### config.mk
export PLATFORM = sky130hd
export DESIGN_NAME = fc_train_sequencer
export DESIGN_NICKNAME = d
export VERILOG_FILES = /design/src/rtl/fc_train_sequencer.sv
export SDC_FILE = /design/constraint.sdc
export NUM_CORES = 1
export LEC_CHECK = 0
export CAP_MARGIN = 20
export CORE_MARGIN = 5
export CORE_UTILIZATION = 26
export DETAILED_ROUTE_END_ITERATION = 10
export GPL_TIMING_DRIVEN = 0
export PLACE_DENSITY = 0.41
export SLEW_MARGIN = 20
export SYNTH_ARGS = -nofsm -noshare
export SYNTH_HDL_FRONTEND = slang
export SYNTH_SLANG_ARGS = --single-unit
### constraint.sdc
create_clock -name clk -period 3 [get_ports clk]
set_clock_uncertainty 0.05 [all_clocks]
set_input_delay 0.45 -clock clk [delete_from_list [all_inputs] [get_ports clk]]
set_output_delay 0.45 -clock clk [all_outputs]
set_load 0.02 [all_outputs]
### src/rtl/fc_train_sequencer.sv
// fc_train_sequencer: runs one FC-layer training step per start.
// The step is a forward pass (input buffer -> core), an argmax over the ReLU outputs,
// then a backprop pass (output - one-hot target -> core), and finally a drain of the
// core's input-error words into the upstream error buffer.
module fc_train_sequencer #(
  parameter int unsigned INPUT_WIDTH   = 1024,
  parameter int unsigned OUTPUT_WIDTH  = 10,
  parameter int unsigned IDX_WIDTH     = 10,
  parameter int unsigned IN_ADDR_WIDTH = 10,
  parameter int unsigned O_ADDR_WIDTH  = 4,
  parameter logic [31:0] ONE           = 32'h0001_0000
) (
  input  logic                     clk,
  input  logic                     rst_n,
  input  logic                     start,
  input  logic [O_ADDR_WIDTH-1:0]  label,
  output logic                     busy,
  output logic                     done,
  output logic [O_ADDR_WIDTH-1:0]  pred_class,
  output logic [IN_ADDR_WIDTH-1:0] in_addr,
  input  logic [31:0]              in_data,
  output logic                     fc_forward,
  output logic                     fc_in_valid,
  input  logic                     fc_in_rdy,
  output logic [31:0]              fc_input,
  output logic [IDX_WIDTH-1:0]     fc_input_idx,
  input  logic                     fc_out_valid,
  output logic                     fc_out_rdy,
  input  logic [31:0]              fc_output,
  input  logic [IDX_WIDTH-1:0]     fc_output_idx,
  output logic                     err_we,
  output logic [IN_ADDR_WIDTH-1:0] err_addr,
  output logic [31:0]              err_data
);

  localparam logic [IN_ADDR_WIDTH-1:0] LP_IN_LAST      = IN_ADDR_WIDTH'(INPUT_WIDTH - 1);
  localparam logic [IDX_WIDTH-1:0]     LP_IDX_IN_LAST  = IDX_WIDTH'(INPUT_WIDTH - 1);
  localparam logic [IDX_WIDTH-1:0]     LP_IDX_OUT_LAST = IDX_WIDTH'(OUTPUT_WIDTH - 1);
  localparam logic [O_ADDR_WIDTH-1:0]  LP_K_LAST       = O_ADDR_WIDTH'(OUTPUT_WIDTH - 1);

  typedef enum logic [2:0] {
    S_IDLE, S_FWD_FETCH, S_FWD_SEND, S_FWD_COLLECT, S_BWD_SEND, S_BWD_DRAIN, S_DONE
  } state_t;

  state_t                   r_state;
  logic [O_ADDR_WIDTH-1:0]  r_label;
  logic                     r_busy;
  logic                     r_done;
  logic [O_ADDR_WIDTH-1:0]  r_pred;
  logic [IN_ADDR_WIDTH-1:0] r_in_addr;
  logic [IN_ADDR_WIDTH-1:0] r_elem;
  logic                     r_fc_forward;
  logic                     r_fc_in_valid;
  logic [31:0]              r_fc_input;
  logic [IDX_WIDTH-1:0]     r_fc_input_idx;
  logic                     r_fc_out_rdy;
  logic                     r_err_we;
  logic [IN_ADDR_WIDTH-1:0] r_err_addr;
  logic [31:0]              r_err_data;
  logic [31:0]              r_out [OUTPUT_WIDTH];
  logic [31:0]              r_max;
  logic [O_ADDR_WIDTH-1:0]  r_arg;
  logic [O_ADDR_WIDTH-1:0]  r_k;

  logic                     w_in_hs;
  logic                     w_out_hs;
  logic                     w_idx_in_range;
  logic [O_ADDR_WIDTH-1:0]  w_out_cls;
  logic                     w_take;
  logic [O_ADDR_WIDTH-1:0]  w_arg_next;
  logic [31:0]              w_grad;

  // Handshakes, running-argmax update and output gradient for the current class
  assign w_in_hs        = r_fc_in_valid & fc_in_rdy;
  assign w_out_hs       = fc_out_valid & r_fc_out_rdy;
  assign w_idx_in_range = (fc_output_idx <= LP_IDX_OUT_LAST);
  assign w_out_cls      = O_ADDR_WIDTH'(fc_output_idx);
  assign w_take         = (fc_output > r_max) || ((fc_output == r_max) && (w_out_cls < r_arg));
  assign w_arg_next     = (w_out_hs && w_idx_in_range && w_take) ? w_out_cls : r_arg;
  assign w_grad         = r_out[r_k] - ((r_k == r_label) ? ONE : 32'd0);

  // Step sequencer; in_addr runs one element ahead of the element being sent so the
  // sync-read buffer data is already settled when FWD_FETCH samples it
  always_ff @(posedge clk or negedge rst_n) begin
    if (!rst_n) begin
      r_state        <= S_IDLE;
      r_label        <= '0;
      r_busy         <= 1'b0;
      r_done         <= 1'b0;
      r_pred         <= '0;
      r_in_addr      <= '0;
      r_elem         <= '0;
      r_fc_forward   <= 1'b1;
      r_fc_in_valid  <= 1'b0;
      r_fc_input     <= '0;
      r_fc_input_idx <= '0;
      r_fc_out_rdy   <= 1'b0;
      r_err_we       <= 1'b0;
      r_err_addr     <= '0;
      r_err_data     <= '0;
      r_out          <= '{default: '0};
      r_max          <= '0;
      r_arg          <= '0;
      r_k            <= '0;
    end else begin
      r_done   <= 1'b0;
      r_err_we <= 1'b0;
      case (r_state)
        S_IDLE: begin
          r_fc_forward <= 1'b1;
          r_in_addr    <= '0;
          if (start) begin
            r_label <= label;
            r_busy  <= 1'b1;
            r_elem  <= '0;
            r_state <= S_FWD_FETCH;
          end
        end
        S_FWD_FETCH: begin
          r_fc_input     <= in_data;
          r_fc_input_idx <= IDX_WIDTH'(r_elem);
          r_fc_in_valid  <= 1'b1;
          if (r_elem != LP_IN_LAST) r_in_addr <= r_elem + IN_ADDR_WIDTH'(1);
          r_state        <= S_FWD_SEND;
        end
        S_FWD_SEND: begin
          if (w_in_hs) begin
            r_fc_in_valid <= 1'b0;
            if (r_elem == LP_IN_LAST) begin
              r_fc_out_rdy <= 1'b1;
              r_max        <= '0;
              r_arg        <= '0;
              r_state      <= S_FWD_COLLECT;
            end else begin
              r_elem  <= r_elem + IN_ADDR_WIDTH'(1);
              r_state <= S_FWD_FETCH;
            end
          end
        end
        S_FWD_COLLECT: begin
          if (w_out_hs && w_idx_in_range) begin
            r_out[w_out_cls] <= fc_output;
            if (w_take) begin
              r_max <= fc_output;
              r_arg <= w_out_cls;
            end
            if (fc_output_idx == LP_IDX_OUT_LAST) begin
              r_pred       <= w_arg_next;
              r_fc_out_rdy <= 1'b0;
              r_fc_forward <= 1'b0;
              r_k          <= '0;
              r_state      <= S_BWD_SEND;
            end
          end
        end
        S_BWD_SEND: begin
          if (!r_fc_in_valid) begin
            r_fc_input     <= w_grad;
            r_fc_input_idx <= IDX_WIDTH'(r_k);
            r_fc_in_valid  <= 1'b1;
          end else if (fc_in_rdy) begin
            r_fc_in_valid <= 1'b0;
            if (r_k == LP_K_LAST) begin
              r_fc_out_rdy <= 1'b1;
              r_state      <= S_BWD_DRAIN;
            end else begin
              r_k <= r_k + O_ADDR_WIDTH'(1);
            end
          end
        end
        S_BWD_DRAIN: begin
          if (w_out_hs) begin
            r_err_we   <= 1'b1;
            r_err_addr <= fc_output_idx[IN_ADDR_WIDTH-1:0];
            r_err_data <= fc_output;
            if (fc_output_idx == LP_IDX_IN_LAST) begin
              r_fc_out_rdy <= 1'b0;
              r_done       <= 1'b1;
              r_busy       <= 1'b0;
              r_fc_forward <= 1'b1;
              r_state      <= S_DONE;
            end
          end
        end
        S_DONE: begin
          r_in_addr <= '0;
          r_state   <= S_IDLE;
        end
        default: r_state <= S_IDLE;
      endcase
    end
  end

  assign busy         = r_busy;
  assign done         = r_done;
  assign pred_class   = r_pred;
  assign in_addr      = r_in_addr;
  assign fc_forward   = r_fc_forward;
  assign fc_in_valid  = r_fc_in_valid;
  assign fc_input     = r_fc_input;
  assign fc_input_idx = r_fc_input_idx;
  assign fc_out_rdy   = r_fc_out_rdy;
  assign err_we       = r_err_we;
  assign err_addr     = r_err_addr;
  assign err_data     = r_err_data;

endmodule

==> flow_metrics.tcl <==
set metrics [dict create \
    status "complete, no violations" \
    gp_congestion 0.8129 \
    critPathMaxFanout 10 \
    cts.sinks 481 \
    whs_path_depth 3 \
    start_kind "flip-flop" \
    placed_cells 3224 \
    path_depth 11 \
    hpwlAfterDp_um 55010 \
    ctsRootBufferMaster "clkbuf_16" \
    rows 108 \
    track_usage_pct 16.35 \
    period_needed_ns 2.972 \
    die-area_mm2 0.09312 \
    final_nets 2297 \
    synth.distinct_cells 64 \
    leakagePower_uw 0.01350 \
    period_share_pct 99.07 \
    synth_top_area_share_pct 53.03 \
    synthCells 1878 \
    synthArstFlopShare_pct 100.0 \
    r2r_setup_slack_ns 0.03 \
    firstDrtPassIters 5 \
    synth_top_area_cell "dfrtp_1" \
    relSlewSlack_pct 33.08 \
    hold_start "fc_output_idx[7]" \
    synth_edf_count 0 \
    stdcell_count 3376 \
    wl_per_cell_um 22.98 \
    synth_common_cells "dfrtp_1, nand2_1, mux2_2" \
    ant_nets 0 \
    cts.reportedPaths.clkPinSlew_ns 0.06 \
    end_kind "flip-flop" \
    pre_cts_ws_ns -1.927 \
    hold_end "err_addr[7]" \
    finalSetupViolCount 0 \
    syn_area_mm2 0.02265 \
    synth.most_common_cell "dfrtp_1" \
    hold_class "in -> reg" \
    clock_path_buffers 3 \
    cpMaxStageDelayCell "dfrtp_2" \
    grt_pass1_vias 17035 \
    via_count 15977 \
    worstSetupPathType "reg -> reg" \
    timing.rr.start "r_k[3]" \
    numCtsBuffers 58 \
    core-area_mm2 0.08662 \
    path_cells "buf_4 > clkbuf_4 > xor2_1 > nor4_4 > ha_4 > ha_4 > nand3_4 > nor2_4 > nand4_1 > xnor2_1 > o22ai_1" \
    cp_num_buf_inv 2 \
    slowest_delay_ns 0.52 \
    wl_um 77590 \
    p_per_area_mw_per_mm2 752.4 \
    dieWidth_um 305.2 \
    insertion_delay_ns 0.61 \
    fin_util_pct 33.51 \
    yosysWarnings 0 \
    tightestPinTransition_ns 1.004 \
    ioPinCount 187 \
    cts_max_level 2 \
    drive_above_1_share_pct 27.44 \
    grt_max_degree 94 \
    synth_area_leaders "dfrtp_1, mux2_2, mux4_2" \
    grt_pass1_wl_um 115800 \
    syn-num-nets 2001 \
    io_buffers 186 \
    placed_area_mm2 0.02615 \
    crit_top_cell "ha_4" \
    drv_slew 0 \
    yosysSeqAreaShare_pct 53.15 \
    clock.fmax_ghz 0.3365 \
    cts_tree "built" \
    rr_worst_depth 11 \
    first_iter_violations 831 \
    die_h_um 305.2 \
    start_util_pct 26.15 \
    maxCapViolCount 0 \
    hold_viol_final 0 \
    area_growth_pct 28.15 \
    stdcell_area_mm2 0.02902 \
    drc 0 \
    reg2reg_to "fc_input[30]" \
    crit_arrival_ns 3.39 \
    synth_ff_type "dfrtp_1" \
    fin_ws_ns 0.02789 \
    post_drt_via_cell_ratio 4.733 \
    grt-ovfl-total 0 \
    crit_required_ns 3.42 \
    ys_ff_latch 481 \
    antenna_found_initial 7 \
    power_uw 21840 \
    cp_top_family "simple AND/OR/NAND/NOR gates" \
    max-vdd-ir-drop_mv 0.4037 \
    syn_avg_cell_area_um2 12.06 \
    rsz0062_at_grt "true" \
]
routing by layer:
metal,part of all wire (%),global-route usage [%],wire [µm]
met5,0.017,0,13
met4,2.9,4.688,2215
met3,5.3,3.413,4131
met2,46,26.31,35960
met1,45,22.48,35280
layout make-up:
cell class,count,area (µm²)
Antenna cell,2,5.005
Clock inverter,12,137.6
Fill cell,8525,57590
Timing Repair Buffer,239,2404
Multi-Input combinational cell,1213,10060
Buffer,136,940.9
Clock buffer,93,1817
Sequential cell,481,12040
Inverter,45,172.7
Tap cell,1155,1445
cell families (layout without fill, tap and decap cells):
family	after synthesis	after routing	share of synthesized area, %
simple gates	452	452	8.557
fa+ha+maj	40	40	2.210
other cells	0	2	0
mux	451	451	24.70
buf+inv	184	525	3.635
flops	481	481	53.15
xor+xnor	26	26	1.005
compound gates	244	244	6.740
what timing repair did:
action | in CTS | in global routing
endpoints found under the setup margin | 427 | 289
gates resized for setup | 141 | 39
cloned | 0 | 2
hold endpoints to repair | 62 | 0
hold buffers | 1 | 0
pin swaps | 14 | 8
buffers inserted | 28 | 17
state kept, by name, indices dropped and copies added, names as in the netlist, 10 cells and up:
signal	cells
r_out	320
err_data	32
fc_input	32
r_max	32
err_addr	10
fc_input_idx	10
in_addr	10
r_elem	10
how the worst max path moves through the flow:
stage / start / end / slack, ns
floorplan: r_k[0] / fc_input[28] / 0.003
global placement: rst_n / err_data[5] / -21.01
detailed placement: fc_output_idx[8] / r_out[14] / -1.93
CTS: r_k[1] / fc_input[18] / -0.03
global route: r_k[1] / fc_input[28] / -0.09
finish: r_k[3] / fc_input[30] / 0.03
where the power goes:
group / total, µW / leakage [µW] / internal (µW) / switching (µW)
Sequential: 7660 / 0.00638 / 7130 / 526
Combinational: 7000 / 0.00615 / 2920 / 4080
Clock: 7180 / 0.000965 / 4360 / 2820
cells in the final DEF, fill, tap and decap left out, types with 19 or more instances in the layout:
cell type | Yosys | routed
dfrtp_1 | 480 | 475
nand2_1 | 303 | 301
mux2_2 | 280 | 280
clkdlybuf4s50_1 | 0 | 180
o21ai_0 | 76 | 75
clkbuf_1 | 77 | 74
mux2i_1 | 73 | 73
a21oi_1 | 73 | 72
buf_4 | 15 | 62
clkbuf_16 | 0 | 62
mux4_2 | 54 | 54
nor2_1 | 62 | 52
inv_1 | 45 | 44
mux2_1 | 44 | 44
ha_1 | 40 | 37
clkbuf_8 | 0 | 19
through the flow:
stage / TNS [ns] / hold slack (ns)
final: 0 / 0.1258
after global routing: -0.2802 / 0.1040
after CTS: -0.02639 / 0.1879
after detailed placement: -473.49 / 0.4039
after global placement: - / 0.4090
after floorplan: 0 / 0.1044
worst reg2reg max path: stages, from the launching register on:
cell,delay [ns]
dfrtp_2,0.52
buf_4,0.30
clkbuf_4,0.32
xor2_1,0.14
nor4_4,0.40
ha_4,0.23
ha_4,0.15
nand3_4,0.13
nor2_4,0.15
nand4_1,0.11
xnor2_1,0.22
o22ai_1,0.10
No activity file was read; power rests on OpenSTA's default activity.
